<file path="src/rtl/pl_reset_pkg.sv">
// Shared FSM state type, reset-cause encodings and default parameters for the PL reset requester.
package pl_reset_pkg;

    typedef enum logic [2:0] {
        ST_IDLE,
        ST_ASSERT,
        ST_WAIT_LOW,
        ST_WAIT_HIGH,
        ST_HOLDOFF
    } state_e;

    localparam logic [1:0] CAUSE_NONE = 2'b00;
    localparam logic [1:0] CAUSE_SW   = 2'b01;
    localparam logic [1:0] CAUSE_WDT  = 2'b10;
    localparam logic [1:0] CAUSE_BOTH = 2'b11;

    localparam int unsigned DEF_PULSE_CYCLES   = 16;
    localparam int unsigned DEF_HOLDOFF_CYCLES = 64;
    localparam int unsigned DEF_ACK_TIMEOUT    = 4096;
    localparam int unsigned DEF_WDT_CYCLES     = 1024;
    localparam int unsigned DEF_CNT_W          = 8;

    function automatic int unsigned max3(input int unsigned a, input int unsigned b,
                                         input int unsigned c);
        int unsigned m;
        m = (a > b) ? a : b;
        return (m > c) ? m : c;
    endfunction

    // Bits needed to hold values 0..max_val, never less than one.
    function automatic int unsigned bits_for(input int unsigned max_val);
        return (max_val < 2) ? 1 : $clog2(max_val + 1);
    endfunction

endpackage

</file>
<file path="src/rtl/pl_reset_wdt.sv">
// Watchdog counter: runs while enabled, restarts on kick, flags expiry at WDT_CYCLES-1.
module pl_reset_wdt
    import pl_reset_pkg::*;
#(
    parameter int unsigned WDT_CYCLES = DEF_WDT_CYCLES
) (
    input  logic clk,
    input  logic sys_reset,
    input  logic run,
    input  logic kick,
    input  logic clear,
    output logic expire_c
);

    localparam int unsigned W = bits_for(WDT_CYCLES - 1);
    localparam logic [W-1:0] LAST = W'(WDT_CYCLES - 1);

    logic [W-1:0] cnt_q;

    // A kick in the expiry cycle suppresses the expiry.
    assign expire_c = run && !kick && (cnt_q == LAST);

    always_ff @(posedge clk) begin
        if (sys_reset || !run || kick || clear) begin
            cnt_q <= '0;
        end else begin
            cnt_q <= cnt_q + W'(1);
        end
    end

endmodule

</file>
<file path="src/rtl/pl_reset_requester.sv">
// Stretched, acknowledged ext_reset_in request generator for the PL reset block.
// Optional watchdog source is built only when PL_RESET_REQ_WDT_EN is defined.
module pl_reset_requester
    import pl_reset_pkg::*;
#(
    parameter int unsigned PULSE_CYCLES   = DEF_PULSE_CYCLES,
    parameter int unsigned HOLDOFF_CYCLES = DEF_HOLDOFF_CYCLES,
    parameter int unsigned ACK_TIMEOUT    = DEF_ACK_TIMEOUT,
    parameter int unsigned WDT_CYCLES     = DEF_WDT_CYCLES,
    parameter int unsigned CNT_W          = DEF_CNT_W
) (
    input  logic             slowest_sync_clk,
    input  logic             sys_reset,
    input  logic             sw_reset_req,
    input  logic             wdt_enable,
    input  logic             wdt_kick,
    input  logic             peripheral_aresetn,
    output logic             ext_reset_in,
    output logic             busy,
    output logic             req_ack,
    output logic             reset_done,
    output logic             ack_timeout,
    output logic [1:0]       reset_cause,
    output logic [CNT_W-1:0] reset_count
);

    // Shared sequence counter; one extra value of headroom for the timeout budget.
    localparam int unsigned SEQ_MAX = max3(PULSE_CYCLES - 1, HOLDOFF_CYCLES - 1, ACK_TIMEOUT);
    localparam int unsigned SEQ_W   = bits_for(SEQ_MAX);
    localparam logic [SEQ_W-1:0] PULSE_LOAD = SEQ_W'(PULSE_CYCLES - 1);
    localparam logic [SEQ_W-1:0] HOLD_LOAD  = SEQ_W'(HOLDOFF_CYCLES - 1);
    localparam logic [SEQ_W-1:0] ACK_LAST   = SEQ_W'(ACK_TIMEOUT - 1);

    state_e           state_q, state_d;
    logic [SEQ_W-1:0] seq_q, seq_d;
    logic             pend_q, pend_d;
    logic             launch_c, done_c, timeout_c, sw_c, wdt_exp_c;
    logic [1:0]       cause_c;

`ifdef PL_RESET_REQ_WDT_EN
    logic wdt_run_c;
    assign wdt_run_c = (state_q == ST_IDLE) && wdt_enable;

    pl_reset_wdt #(
        .WDT_CYCLES (WDT_CYCLES)
    ) u_wdt (
        .clk       (slowest_sync_clk),
        .sys_reset (sys_reset),
        .run       (wdt_run_c),
        .kick      (wdt_kick),
        .clear     (launch_c),
        .expire_c  (wdt_exp_c)
    );
`else
    logic unused_wdt;
    assign unused_wdt = ^{wdt_enable, wdt_kick, WDT_CYCLES};
    assign wdt_exp_c  = 1'b0;
`endif

    assign sw_c = sw_reset_req || pend_q;

    // Next-state and per-cycle event logic.
    always_comb begin
        state_d   = state_q;
        seq_d     = seq_q;
        pend_d    = pend_q;
        launch_c  = 1'b0;
        done_c    = 1'b0;
        timeout_c = 1'b0;
        cause_c   = CAUSE_NONE;

        if (sw_c && wdt_exp_c) begin
            cause_c = CAUSE_BOTH;
        end else if (wdt_exp_c) begin
            cause_c = CAUSE_WDT;
        end else if (sw_c) begin
            cause_c = CAUSE_SW;
        end

        if (state_q != ST_IDLE && sw_reset_req) begin
            pend_d = 1'b1;
        end

        case (state_q)
            ST_IDLE: begin
                if (sw_c || wdt_exp_c) begin
                    launch_c = 1'b1;
                    pend_d   = 1'b0;
                    seq_d    = PULSE_LOAD;
                    state_d  = ST_ASSERT;
                end
            end
            ST_ASSERT: begin
                if (seq_q == '0) begin
                    seq_d   = '0;
                    state_d = ST_WAIT_LOW;
                end else begin
                    seq_d = seq_q - SEQ_W'(1);
                end
            end
            ST_WAIT_LOW: begin
                if (!peripheral_aresetn) begin
                    seq_d   = seq_q + SEQ_W'(1);
                    state_d = ST_WAIT_HIGH;
                end else if (seq_q >= ACK_LAST) begin
                    timeout_c = 1'b1;
                    seq_d     = HOLD_LOAD;
                    state_d   = ST_HOLDOFF;
                end else begin
                    seq_d = seq_q + SEQ_W'(1);
                end
            end
            ST_WAIT_HIGH: begin
                if (peripheral_aresetn) begin
                    done_c  = 1'b1;
                    seq_d   = HOLD_LOAD;
                    state_d = ST_HOLDOFF;
                end else if (seq_q >= ACK_LAST) begin
                    timeout_c = 1'b1;
                    seq_d     = HOLD_LOAD;
                    state_d   = ST_HOLDOFF;
                end else begin
                    seq_d = seq_q + SEQ_W'(1);
                end
            end
            ST_HOLDOFF: begin
                if (seq_q == '0) begin
                    state_d = ST_IDLE;
                end else begin
                    seq_d = seq_q - SEQ_W'(1);
                end
            end
            default: begin
                state_d = ST_IDLE;
                seq_d   = '0;
            end
        endcase
    end

    // State, counters and registered outputs.
    always_ff @(posedge slowest_sync_clk) begin
        if (sys_reset) begin
            state_q      <= ST_IDLE;
            seq_q        <= '0;
            pend_q       <= 1'b0;
            ext_reset_in <= 1'b1;
            busy         <= 1'b0;
            req_ack      <= 1'b0;
            reset_done   <= 1'b0;
            ack_timeout  <= 1'b0;
            reset_cause  <= CAUSE_NONE;
            reset_count  <= '0;
        end else begin
            state_q      <= state_d;
            seq_q        <= seq_d;
            pend_q       <= pend_d;
            ext_reset_in <= (state_d != ST_ASSERT);
            busy         <= (state_d != ST_IDLE);
            req_ack      <= launch_c;
            reset_done   <= done_c;
            if (timeout_c) begin
                ack_timeout <= 1'b1;
            end
            if (launch_c) begin
                reset_cause <= cause_c;
            end
            if (done_c && (reset_count != {CNT_W{1'b1}})) begin
                reset_count <= reset_count + CNT_W'(1);
            end
        end
    end

endmodule

</file>
<file path="config.mk">
export PLATFORM = sky130hd
export DESIGN_NAME = pl_reset_requester
export DESIGN_NICKNAME = d
export VERILOG_FILES = /design/src/rtl/pl_reset_pkg.sv /design/src/rtl/pl_reset_wdt.sv /design/src/rtl/pl_reset_requester.sv
export SDC_FILE = /design/constraint.sdc
export NUM_CORES = 1
export LEC_CHECK = 0
export ABC_CLOCK_PERIOD_IN_PS = 2300
export CAP_MARGIN = 0
export CORE_UTILIZATION = 51
export CTS_CLUSTER_DIAMETER = 200
export DETAILED_ROUTE_END_ITERATION = 6
export PLACE_DENSITY = 0.75
export SLEW_MARGIN = 10
export SYNTH_ARGS = -nofsm -noshare
export SYNTH_HDL_FRONTEND = slang
export SYNTH_HIERARCHICAL = 1
export SYNTH_SLANG_ARGS = --single-unit
</file>
<file path="constraint.sdc">
create_clock -name slowest_sync_clk -period 2.3 [get_ports slowest_sync_clk]
set_clock_uncertainty 0.15 [all_clocks]
set_input_delay 0.46 -clock slowest_sync_clk [delete_from_list [all_inputs] [get_ports slowest_sync_clk]]
set_output_delay 0.46 -clock slowest_sync_clk [all_outputs]
set_load 0.1 [all_outputs]
</file>
* After elaboration in Yosys (flattened, before gate mapping)
Index checks and enable logic that the tools add are counted.
** Word-level totals
- Register bits :: 32
- Output and inout port bits :: 15
- Input port bits :: 6
- Word-level logic and storage cells :: 56
** Cells by class
- Mux-type cells :: 26
- Equal/unequal tests :: 8
- Reductions and logical operators :: 8
- Magnitude comparators :: 1
- Add/subtract/negate cells :: 3
** Operator list (number)
- $mux W13 :: 6
- $pmux W13 S5 :: 1
- $mux W3 :: 6
- $pmux W3 S5 :: 1
- $add A13 B1 Y13 const B :: 1
- $ge A13 B12 Y1 const B :: 1
- $logic_not A13 Y1 :: 1
- $sub A13 B1 Y13 const B :: 1
- $mux W1 :: 11
- $add A8 B1 Y8 const B :: 1
- $ne A8 B8 Y1 const B :: 1
- $eq A3 B2 Y1 const B :: 2
- $reduce_bool A3 Y1 :: 2
- $ne A2 B2 Y1 const B :: 2
- $eq A3 B1 Y1 const B :: 1
- $eq A3 B3 Y1 const B :: 1
- $logic_not A3 Y1 :: 1
- $ne A3 B1 Y1 const B :: 1
- $logic_and A1 B1 Y1 :: 2
- $pmux W1 S2 :: 1
- $reduce_and A2 Y1 :: 1
- $logic_or A1 B1 Y1 :: 1

* Depth between registers and ports, before layout
Gate-level depths: netlist of the first run.
- Depth after elaboration :: 5
- Mapped depth :: 9
- Gate-level depth less buffers :: 8

* Worst setup path before layout of the first run
No wires, ideal clock.
- Path kind :: flip-flop to flip-flop
- Start :: register reset_count[2]
- End :: register reset_count[5]
- Path buffers :: 0
- Period minus slack after synthesis :: 2.529 ns
- Stages on the path, launching flop included :: 7
- Library setup time :: 0.128 ns
- Path slack :: -0.229 ns
- Data required time :: 2.022 ns
- Data arrival time :: 2.252 ns
- Cell sequence :: dfxtp_1 -> and4_1 -> a41oi_1 -> and3_1 -> nand4_1 -> xor2_1 -> nor2_1
** Between the ends
- Word-level cells in the longest chain between the ends :: 2
- Elaborated cells between the ends (all ways) :: 3
- Those cells by class :: 1 x add/sub; 1 x eq/ne; 1 x reduce/logical
** RTL lines
- start: declaration :: line pl_reset_requester.sv:24 : output logic [CNT_W-1:0] reset_count
- start signal: assignment :: line pl_reset_requester.sv:168 : reset_count <= reset_count + CNT_W'(1);
- parallel branches: the longest is 2 deep, another holds $add A8 B1 Y8
Several ways; the timed one is not identified.
A chain may end at the register's enable or synchronous reset.

* Worst setup path after layout of the first run
- Start :: register seq_q[8]
- End :: register seq_q[10]
** Between the ends
- Word-level cells in the longest chain between the ends :: 4
- Elaborated cells between the ends (all ways) :: 12
- Those cells by class :: 2 x add/sub; 1 x order compare; 1 x eq/ne; 6 x mux; 2 x reduce/logical
** RTL lines
- start: declaration :: line pl_reset_requester.sv:35 : logic [SEQ_W-1:0] seq_q, seq_d;
- start signal: assignment :: line pl_reset_requester.sv:155 : seq_q <= seq_d;
- $add A13 B1 Y13 or $ge A13 B12 Y1 (tied branches)
- $mux W13 :: line pl_reset_requester.sv:105, pl_reset_requester.sv:118
- $mux W13 (on tied branches) :: line pl_reset_requester.sv:114, pl_reset_requester.sv:102
- $pmux W13 S5 :: line pl_reset_requester.sv:84 : case (state_q)
Parallel ways exist; a longest one is shown, timed or not. The select of a mux whose other input is x is not followed.

==> run summary, run 1 <==
## Timing
- 0 — number of endpoints with negative hold slack in the final report
- 2.22 ns — post-layout minimum cycle time
- 96.6% — Period Utilization, post-route
- 0 — Final Slew Violations
- 450 MHz — Max Freq
- 0 ns — TNS Setup
- yes — RSZ-0062 raised after global routing
- 0 — Final setup viols

## GRT
- 14 — pin count of the biggest net entering global routing
- 9460 um — global-route wire length before repair
- 28.8% — overall routing resource usage
- 2021 — vias in the first global route
- 0 — initial antenna violation count
- 0 — Remaining Overflow, GRT

## Cells and area
- 315 — count of filler cells inserted in the layout
- 0 — antenna cells
- 1370 um2 — area of combinational cells with multiple inputs
- 32.8% — layout cell share with drive strength beyond 1
- 28.9% — post-synthesis to final-layout area growth
- buf_4 — most frequent standard cell in the layout excluding fill and tap cells
- 631 um2 — area used by sequential logic in the layout
- 62 x buf_4, 31 x nor2_1, 23 x dfxtp_1 — commonest non-fill, non-tap cells in the layout
- 71.4% — Finished Core Util
- 319 — net count reported at finish

## Critical path
- reg2reg — Setup Crit Path Kind
- 5 — worst-path fanout max
- 0.55 ns — slowest cell delay on critical path
- flop — Worst Setup Start Kind
- 6 — r2r worst-path depth
- 1 — combined buffer and inverter count along the critical path
- compound AO/OA/AOI/OAI gates — dominant delay contributor by cell family on the critical path
- nand4_1 -> o41ai_4 -> a211o_1 -> buf_4 -> o22ai_1 -> a32o_1 — critical path cell sequence
- 6 — Crit. path cell count
- 2.25 ns — data arrival time of the worst path
- flop — CP endpoint kind
- 2.33 ns — required time of the critical path
- o41ai_4 — cell at the slowest stage of the critical path

## Yosys
- 8.23 um2 — synthesized area per cell
- 69 — count of distinct cell types in the synthesized netlist
- dfxtp_1 — cell taking the most area after synthesis
- 6 — Yosys warning total
- dfxtp_1 29%, nor2_1 5.5%, xor2_1 4.2%, a21oi_1 3.6%, nand2_1 3.2% — cell types with the largest area share after synthesis
- 0% — Async S/R FF share, synth
- 0 — count of flip-flops with a built-in enable after synthesis
- 265 — synthesized net count
- 256 — cell count after synthesis
- 29.5% — area share of the leading cell type in the synthesized netlist
- 31 — register bit count reported by yosys
- dfxtp_1 — flip-flop cell with the highest count after synthesis
- 2110 um2 — Cell Area, Synth
- 29.5% — post-synthesis sequential area ratio

## Power
- 1.78 mW — design internal power
- 60.3% — combinational share of power
- 22.8% — proportion of power drawn by flip-flops and latches
- 0.941 mV — worst vdd rail ir drop
- 16.9% — share of total power in the clock network
- 1.43 mW — net switching power figure
- 44.5% — Switching Fraction
- 1180 nW/um2 — pwr/cell area
- 1.12 nW — LEAKAGE

## Clocking
- clkbuf_8 — clock root cell
- 2 — number of levels in the clock H-tree
- 0.07 ns — clock-pin transition on the worst setup and hold timing paths
- built — CTS tree
- 2 — maximum count of clock buffers along a single path
- 0.29 ns — latest clock arrival within the worst-skew pair
- 5 — number of buffers created by CTS
- 31 — clock sink count

## Drt
- 6.06 — vias per cell
- 15.8 um — average routed wire per standard cell
- 162 — number of DRC markers after the initial detailed-route iteration
- 0 — number of nets with antenna violations after detailed routing
- 2176 — number of vias after detailed routing
- 4 — first-pass iteration count of the detailed router
- 0 — # DRC
- 5670 um — Total Routed Length

## Die
- 4390 um2 — Die Footprint
- 55.4% — initial core utilization
- 22 — # rows
- 3800 um2 — Core Region
- 66.3 um — die height
- 21 — I/O Pins
- 66.3 um — horizontal die dimension

## Min path
- reg2reg — path category of the worst min-delay check
- 2 — count of cells along the worst hold path

## Placement
- 4360 um — placed wire-length estimate after detailed placement
- 0.943 — last weighted congestion value of the routability-driven placer
- 17 — count of input and output buffers

## Run status
- finished, final reports clean — run status

## Run
- 0 — max-capacitance violation count

[per-layer routing]
| layer | global-route usage, % | routed length (um) | share of wire, % |
|---|---|---|---|
| met1 | 36.3 | 2470 | 43 |
| met2 | 47.4 | 2650 | 47 |
| met3 | 5.17 | 387 | 6.8 |
| met4 | 12.8 | 167 | 2.9 |
| met5 | 0 | 0 | 0 |
[sequential cells by signal, summed over array words and instances, names as in the netlist]
| register | flops |
|---|---|
| seq_q | 13 |
| reset_count | 8 |
| state_q | 3 |
| ack_timeout | 1 |
| busy | 1 |
| ext_reset_in | 1 |
| pend_q | 1 |
| req_ack | 1 |
| reset_cause | 1 |
| reset_done | 1 |
[power groups by stage]
stage          registers [mW]  logic, mW  clock network [mW]
2_1_floorplan           0.856       1.08                   0
3_3_place_gp            0.738       1.80                   0
3_5_place_dp            0.742       1.84                   0
4_1_cts                 0.730       1.86               0.549
5_1_grt                 0.742       2.08               0.581
6_report                0.730       1.93               0.543
[worst register-to-register path, delay by kind of cell, from the launching register on]
kind                   cells  cell delay (ns)
AO/OA/AOI/OAI              4             1.10
buffers and inverters      1             0.15
flip-flops                 1             0.45
AND/OR/NAND/NOR            1             0.25
[what timing repair did]
item / 4_1_cts / 5_1_grt
hold buffers: 0 / 0
resized for setup: 1 / 2
setup buffers: 0 / 2
pin swaps: 0 / 2
setup endpoints to repair: 1 / 8
[synth_stat cells, types with 4 or more instances]
cell type and instances:
nor2_1 31, clkbuf_1 4, a221oi_1 4, inv_1 7, xor2_1 10, xnor2_1 4, dfxtp_1 31, nand4_1 8
o21ai_0 11, buf_2 9, nand2_1 18, o22ai_1 4, a21oi_1 15, nor3_1 6, nand3_1 11
[path summary, 6_finish.rpt]
path                                      from  slack, ns             end
worst max-delay path                  seq_q[8]       0.08       seq_q[10]
worst min-delay path            reset_cause[0]       0.32  reset_cause[0]
worst max register to register        seq_q[8]       0.08       seq_q[10]
worst min register to register  reset_cause[0]       0.32  reset_cause[0]
[kinds of logic (layout without fill, tap and decap cells)]
logic type,Yosys count,after routing,synth area share [%]
muxes,1,1,0.475
other,1,1,0.178
DFF,31,31,29.5
adders and majority gates,3,3,1.78
buffers and inverters,26,81,5.94
and+or+nand+nor,106,106,29.5
xor gates and xnor gates,14,14,5.82
AOI/OAI and AO/OA,74,74,26.8
[stage by stage]
stage	hold slack [ns]	power, mW	setup WS, ns	instances	area, um2
after floorplan	0.330	1.93	-0.00528	256	2110
after global placement	0.306	2.54	-0.0731	349	2580
after detailed placement	0.311	2.58	-0.113	349	2580
after CTS	0.327	3.14	0.0571	357	2690
after global routing	0.370	3.40	-0.0186	359	2710
final	0.321	3.20	0.0785	359	2710
[area by class of cell]
class | instances | area share, %
repair buffers | 66 | 19.0
well taps | 48 | 2.21
clock inverters | 3 | 1.61
flip-flops and latches | 31 | 23.2
inverters | 7 | 0.968
clock buffers | 5 | 2.54
multi-input cells | 199 | 50.4
Note: power is estimated with default switching activity, not from simulation.
==> inputs of run 2 (changes only) <==
- CELL_PAD_IN_SITES_DETAIL_PLACEMENT: not set -> 0
- CELL_PAD_IN_SITES_GLOBAL_PLACEMENT: not set -> 2
- CORE_UTILIZATION: 51 -> 31
- CTS_CLUSTER_DIAMETER: 200 -> 120
- CTS_CLUSTER_SIZE: not set -> 16
- PLACE_DENSITY: 0.75 -> not set
- PLACE_DENSITY_LB_ADDON: not set -> 0.1
==> run 2 against run 1 <==
The flow now finishes with violations (design-rule violations). Via count fell by 3.8%. Sequential power barely moved. Critical path depth rose by 2. Register-to-register slack improved by 0.03 ns. Sequential cell count did not move. Core utilization fell by 28 points. First-iteration DRC count fell by 23%. Sequential share of layout area fell by 0.73 points. Non-clock buffer count rose by 6. Design area rose by 3.0%. Power rose by 0.80%. Fmax rose by 1.4%. Largest power group unchanged.
==> run summary, run 2 (synthesized netlist as in run 1, its figures left out) <==
## Cells and area
- 0 — antenna cells, unchanged
- buf_4 — most frequent standard cell in the layout excluding fill and tap cells, unchanged
- 43.3% — Finished Core Util, was 71.4%
- 13 — number of flip-flops under the largest register name, unchanged
- 32.8% — post-synthesis to final-layout area growth, was 28.9%
- 325 — net count reported at finish, was 319
- 679 — count of filler cells inserted in the layout, was 315
- seq_q (13), reset_count (8), state_q (3) — leading registers by flop count, unchanged
- 69 x buf_4, 31 x nor2_1, 24 x dfxtp_1 — commonest non-fill, non-tap cells in the layout, was 62 x buf_4, 31 x nor2_1, 23 x dfxtp_1
- seq_q — register with the highest flop count, unchanged
- 34.4% — layout cell share with drive strength beyond 1, was 32.8%

## Placement
- 0.865 — last weighted congestion value of the routability-driven placer, was 0.943
- -0.0995 ns — setup slack after placement, was -0.113 ns
- 4920 um — placed wire-length estimate after detailed placement, was 4360 um
- 17 — count of input and output buffers, unchanged

## Critical path
- reg2reg — Setup Crit Path Kind, unchanged
- 2.32 ns — required time of the critical path, was 2.33 ns
- 0.45 ns — slowest cell delay on critical path, was 0.55 ns
- 2 — combined buffer and inverter count along the critical path, was 1
- seq_q[0] — Reg2Reg Launch Point, was seq_q[8]
- 0.11 ns — Reg2Reg Setup Slack, was 0.08 ns
- flop — Worst Setup Start Kind, unchanged
- seq_q[8] — critical register-to-register path endpoint, was seq_q[10]
- 8 — Crit. path cell count, was 6
- flop — CP endpoint kind, unchanged
- simple AND/OR/NAND/NOR gates — dominant delay contributor by cell family on the critical path, was compound AO/OA/AOI/OAI gates
- 8 — r2r worst-path depth, was 6
- 5 — worst-path fanout max, unchanged
- inv_1 -> ha_1 -> or3b_4 -> nor3b_2 -> buf_4 -> o21ai_0 -> o211a_1 -> o32ai_1 — critical path cell sequence, was nand4_1 -> o41ai_4 -> a211o_1 -> buf_4 -> o22ai_1 -> a32o_1
- or3b_4 — cell at the slowest stage of the critical path, was o41ai_4
- 2.21 ns — data arrival time of the worst path, was 2.25 ns

## Run status
- complete, but fails checks — run status, was finished, final reports clean
- design-rule violations — violated checks

## Die
- 84.4 um — horizontal die dimension, was 66.3 um
- 84.4 um — die height, was 66.3 um
- 32.6% — initial core utilization, was 55.4%
- 29 — # rows, was 22
- 21 — I/O Pins, unchanged
- 7130 um2 — Die Footprint, was 4390 um2
- 6460 um2 — Core Region, was 3800 um2

## GRT
- 0 — initial antenna violation count, unchanged
- 10200 um — global-route wire length before repair, was 9460 um
- 0 — Remaining Overflow, GRT, unchanged
- 1930 — vias in the first global route, was 2021
- 13 — pin count of the biggest net entering global routing, was 14
- 18.4% — overall routing resource usage, was 28.8%

## Drt
- 0 — number of nets with antenna violations after detailed routing, unchanged
- 2094 — number of vias after detailed routing, was 2176
- 6360 um — Total Routed Length, was 5670 um
- 125 — number of DRC markers after the initial detailed-route iteration, was 162
- 16.2 um — average routed wire per standard cell, was 15.8 um
- 7 — first-pass iteration count of the detailed router, was 4
- 2 — # DRC, was 0
- 5.31 — vias per cell, was 6.06

## Run
- 0 — max-capacitance violation count, unchanged

## Timing
- 0 — number of endpoints with negative hold slack in the final report, unchanged
- 0 ns — TNS Setup, unchanged
- 95.2% — Period Utilization, post-route, was 96.6%
- 0 — Final setup viols, unchanged
- 457 MHz — Max Freq, was 450 MHz
- 0.109 ns — least setup slack across all paths after layout, was 0.0785 ns
- 0 — Final Slew Violations, unchanged
- 0.340 ns — worst hold slack across all endpoints, was 0.321 ns
- 2.19 ns — post-layout minimum cycle time, was 2.22 ns

## Min path
- ack_timeout — Worst Hold End, was reset_cause[0]
- ack_timeout — origin of the worst min-delay path, was reset_cause[0]
- reg2reg — path category of the worst min-delay check, unchanged
- 2 — count of cells along the worst hold path, unchanged

## Clocking
- clkbuf_8 — clock root cell, unchanged
- built — CTS tree, unchanged
- 0.08 ns — clock-pin transition on the worst setup and hold timing paths, was 0.07 ns
- 31 — clock sink count, unchanged
- 2 — maximum count of clock buffers along a single path, unchanged
- 0 — CTS hold repair buffers, unchanged
- 0.29 ns — latest clock arrival within the worst-skew pair, about the same
- 2 — number of levels in the clock H-tree, unchanged
- 5 — number of buffers created by CTS, unchanged

## Power
- 0.484 mV — worst vdd rail ir drop, was 0.941 mV
- 1.16 nW — LEAKAGE, was 1.12 nW
- 1160 nW/um2 — pwr/cell area, was 1180 nW/um2

-- run 2: area by class of cell --
class / instances / area (um2) / area share (%)
sequential: 31 / 629 / 22.5
inverter: 7 / 26.3 / 0.940
clock inverter: 3 / 43.8 / 1.57
clock buffer: 5 / 68.8 / 2.46
timing repair buffer: 72 / 548 / 19.6
multi-input combinational: 199 / 1380 / 49.5
tap: 77 / 96.3 / 3.45
-- run 2: how the worst max path moves through the flow --
stage / startpoint / end / slack, ns
2_1_floorplan: reset_count[7] / reset_count[5] / -0.005
3_3_place_gp: peripheral_aresetn / seq_q[9] / -0.08
3_5_place_dp: peripheral_aresetn / seq_q[8] / -0.1
4_1_cts: seq_q[0] / seq_q[9] / 0.05
5_1_grt: seq_q[0] / seq_q[3] / -0.002
6_report: seq_q[0] / seq_q[8] / 0.11
-- run 2: what timing repair did --
action                                  in CTS  in global routing
endpoints found under the setup margin       0                 12
resized for setup                            0                  6
buffers inserted                             0                  3
-- run 2: worst reg2reg max path, cell delays in order (launching register included) --
cell and delay, ns:
dfxtp_1 0.35, inv_1 0.07, ha_1 0.24, or3b_4 0.45, nor3b_2 0.24, buf_4 0.17, o21ai_0 0.09, o211a_1 0.14
o32ai_1 0.18
-- run 2: stage by stage --
step | instance area (um2) | power, mW | cells
after floorplan | 2110 | 1.93 | 256
after global placement | 2640 | 2.62 | 383
after detailed placement | 2640 | 2.59 | 383
after CTS | 2750 | 3.18 | 391
after global routing | 2800 | 3.45 | 394
final | 2800 | 3.23 | 394
-- run 2: where the power goes --
part / switching, mW / internal [mW]
Sequential: 0.0968 / 0.633
Combinational: 1.11 / 0.833
Clock: 0.238 / 0.323
-- run 2: routing by layer --
layer / wire length (um) / global-route usage [%] / part of all wire [%]
met5: 0 / 0 / 0
met4: 82 / 6.47 / 1.3
met3: 232 / 3.44 / 3.6
met2: 2840 / 28.6 / 45
met1: 3210 / 25.4 / 50
==> inputs of run 3 (changes only) <==
- ABC_CLOCK_PERIOD_IN_PS: 2300 -> 2200
- CORE_UTILIZATION: 31 -> 34
- clock period: 2.3 -> 2.2 ns (I/O delays scaled with it)
==> run 3 against run 2 <==
The run now ends clean. Hold slack got worse by 0.0073 ns. Cell count decreased by 0.25%. First-iteration DRC count decreased by 8.8%. Via count increased by 3.2%. Sequential cell count unchanged. Sequential share of layout area decreased by 0.29 points. Die area decreased by 8.6%. Global-route usage increased by 2.5 points. Worst setup slack got worse by 0.030 ns. Register-to-register slack got worse by 0.03 ns. Highest routed layer unchanged.
==> run summary, run 3 (synthesized netlist as in run 1, its figures left out) <==
## Timing
- 0 — Final Slew Violations, unchanged
- 0 — number of endpoints with negative hold slack in the final report, unchanged
- 96.4% — Period Utilization, post-route, was 95.2%
- 2.12 ns — post-layout minimum cycle time, was 2.19 ns
- 0 — Final setup viols, unchanged
- 472 MHz — Max Freq, was 457 MHz

## Critical path
- buf_4 — cell with the most instances on the worst path
- seq_q[9] — Reg2Reg Launch Point, was seq_q[0]
- o41ai_4 — cell at the slowest stage of the critical path, was or3b_4
- flop — Worst Setup Start Kind, unchanged
- 0.52 ns — slowest cell delay on critical path, was 0.45 ns
- nand4_1 -> o41ai_4 -> a211oi_2 -> buf_4 -> buf_4 -> a21o_1 -> o21ai_1 -> a21oi_1 — critical path cell sequence, was inv_1 -> ha_1 -> or3b_4 -> nor3b_2 -> buf_4 -> o21ai_0 -> o211a_1 -> o32ai_1
- 8 — r2r worst-path depth, unchanged
- 2.15 ns — data arrival time of the worst path, was 2.21 ns
- reg2reg — Setup Crit Path Kind, unchanged
- 2.23 ns — required time of the critical path, was 2.32 ns
- 0.08 ns — Reg2Reg Setup Slack, was 0.11 ns
- flop — CP endpoint kind, unchanged
- 5 — worst-path fanout max, unchanged
- seq_q[7] — critical register-to-register path endpoint, was seq_q[8]

## Drt
- 2160 — number of vias after detailed routing, was 2094
- 6380 um — Total Routed Length, was 6360 um
- 0 — # DRC, was 2
- 0 — number of nets with antenna violations after detailed routing, unchanged
- met4 — top layer in use, unchanged
- 2790 um — Met2 Routed Length, was 2840 um
- 174 um — met3 routed WL, was 232 um
- 114 — number of DRC markers after the initial detailed-route iteration, was 125
- 4 — first-pass iteration count of the detailed router, was 7
- 5.50 — vias per cell, was 5.31
- 3290 um — DRT met1 WL, was 3210 um
- 16.2 um — average routed wire per standard cell, about the same

## Cells and area
- 393 — number of non-filler instances in the completed layout, was 394
- seq_q — register with the highest flop count, unchanged
- 2860 um2 — post-route standard cell area excluding fillers, was 2800 um2
- 597 — count of filler cells inserted in the layout, was 679
- 0 — antenna cells, unchanged
- 1390 um2 — area of combinational cells with multiple inputs, was 1380 um2
- 13 — number of flip-flops under the largest register name, unchanged
- 35.9% — post-synthesis to final-layout area growth, was 32.8%
- 326 — net count reported at finish, was 325
- buf_4 — most frequent standard cell in the layout excluding fill and tap cells, unchanged
- 68 x buf_4, 31 x nor2_1, 19 x dfxtp_1 — commonest non-fill, non-tap cells in the layout, was 69 x buf_4, 31 x nor2_1, 24 x dfxtp_1
- 636 um2 — area used by sequential logic in the layout, was 629 um2
- 36.2% — layout cell share with drive strength beyond 1, was 34.4%
- seq_q (13), reset_count (8), state_q (3) — leading registers by flop count, unchanged

## GRT
- 10100 um — global-route wire length before repair, was 10200 um
- 21 — pin count of the biggest net entering global routing, was 13
- 0 — initial antenna violation count, unchanged
- 20.9% — overall routing resource usage, was 18.4%
- 0 — Remaining Overflow, GRT, unchanged
- 1968 — vias in the first global route, was 1930

## Min path
- ack_timeout — origin of the worst min-delay path, unchanged
- reg2reg — path category of the worst min-delay check, unchanged
- 2 — count of cells along the worst hold path, unchanged
- ack_timeout — Worst Hold End, unchanged

## Power
- 0.671 mV — worst vdd rail ir drop, was 0.484 mV
- 42.8% — Switching Fraction, was 44.6%
- 1240 nW/um2 — pwr/cell area, was 1160 nW/um2
- 1.52 mW — net switching power figure, was 1.44 mW
- 58.6% — combinational share of power, was 60.1%
- 22.0% — proportion of power drawn by flip-flops and latches, was 22.6%
- 2.03 mW — design internal power, was 1.79 mW
- 3.55 mW — power after layout, was 3.23 mW
- 19.4% — share of total power in the clock network, was 17.4%
- 1.17 nW — LEAKAGE, was 1.16 nW

## Clocking
- 0.07 ns — clock-pin transition on the worst setup and hold timing paths, was 0.08 ns
- 0 — CTS hold repair buffers, unchanged
- 2 — number of levels in the clock H-tree, unchanged
- clkbuf_8 — clock root cell, unchanged
- 5 — number of buffers created by CTS, unchanged
- 31 — clock sink count, unchanged
- built — CTS tree, unchanged
- 2 — maximum count of clock buffers along a single path, unchanged
- 0.29 ns — latest clock arrival within the worst-skew pair, about the same

## Die
- 6510 um2 — Die Footprint, was 7130 um2
- 5960 um2 — Core Region, was 6460 um2
- 28 — # rows, was 29
- 35.4% — initial core utilization, was 32.6%
- 80.7 um — die height, was 84.4 um
- 80.7 um — horizontal die dimension, was 84.4 um
- 21 — I/O Pins, unchanged

## Placement
- 0.865 — last weighted congestion value of the routability-driven placer, about the same
- 382 — Post-Place Cells, was 383
- 17 — count of input and output buffers, unchanged
- 4850 um — placed wire-length estimate after detailed placement, was 4920 um
- 2670 um2 — placed cell area, was 2640 um2

## Run
- 0 — max-capacitance violation count, unchanged

## Run status
- finished, final reports clean — run status, was complete, but fails checks

-- run 3: worst max-delay path by stage --
stage	startpoint	end	slack, ns
final	seq_q[9]	seq_q[7]	0.08
after global routing	seq_q[0]	seq_q[5]	-0.005
after CTS	seq_q[0]	seq_q[9]	0.01
after detailed placement	peripheral_aresetn	seq_q[9]	-0.19
after global placement	peripheral_aresetn	seq_q[9]	-0.15
after floorplan	seq_q[0]	seq_q[5]	0.06
-- run 3: timing repair --
item                       4_1_cts  5_1_grt
setup endpoints to repair        1       13
setup buffers                    0        3
resized for setup                2        9
cloned                           0        0
pin swaps                        1        6
-- run 3: metal layers --
layer  GRT usage (%)  up-vias
met5               0        -
met4            7.68        0
met3            3.64       11
met2            32.0       30
met1            29.1     1052
li1                -     1067
-- run 3: per-stage QoR --
step	hold WS, ns	TNS, ns	worst slack [ns]	utilization (%)
floorplan	0.330	0	0.0639	-
global placement	0.302	-0.395	-0.148	44.8
detailed placement	0.316	-0.522	-0.193	44.8
CTS	0.340	0	0.0145	47.2
global route	0.354	-0.00533	-0.00533	48.0
finish	0.332	0	0.0792	48.0
-- run 3: critical path: cells and delay by family, from the launching register on --
family	cells	cell delay [ns]
compound gates	5	0.96
flops	1	0.35
buf+inv	2	0.31
simple gates	1	0.25
-- run 3: final cells by class --
type                       count  share of cell area [%]
tap                           75                    3.28
clock inverter                 2                    2.10
clock buffer                   6                    2.54
timing repair buffer          73                    20.3
inverter                       7                   0.918
sequential                    31                    22.2
multi-input combinational    199                    48.7
-- run 3: power by group through the flow --
stage | registers, mW | logic (mW) | clock network (mW)
floorplan | 0.894 | 1.13 | 0
global placement | 0.779 | 1.98 | 0
detailed placement | 0.780 | 1.98 | 0
CTS | 0.767 | 2.00 | 0.705
global route | 0.796 | 2.23 | 0.731
finish | 0.780 | 2.08 | 0.687
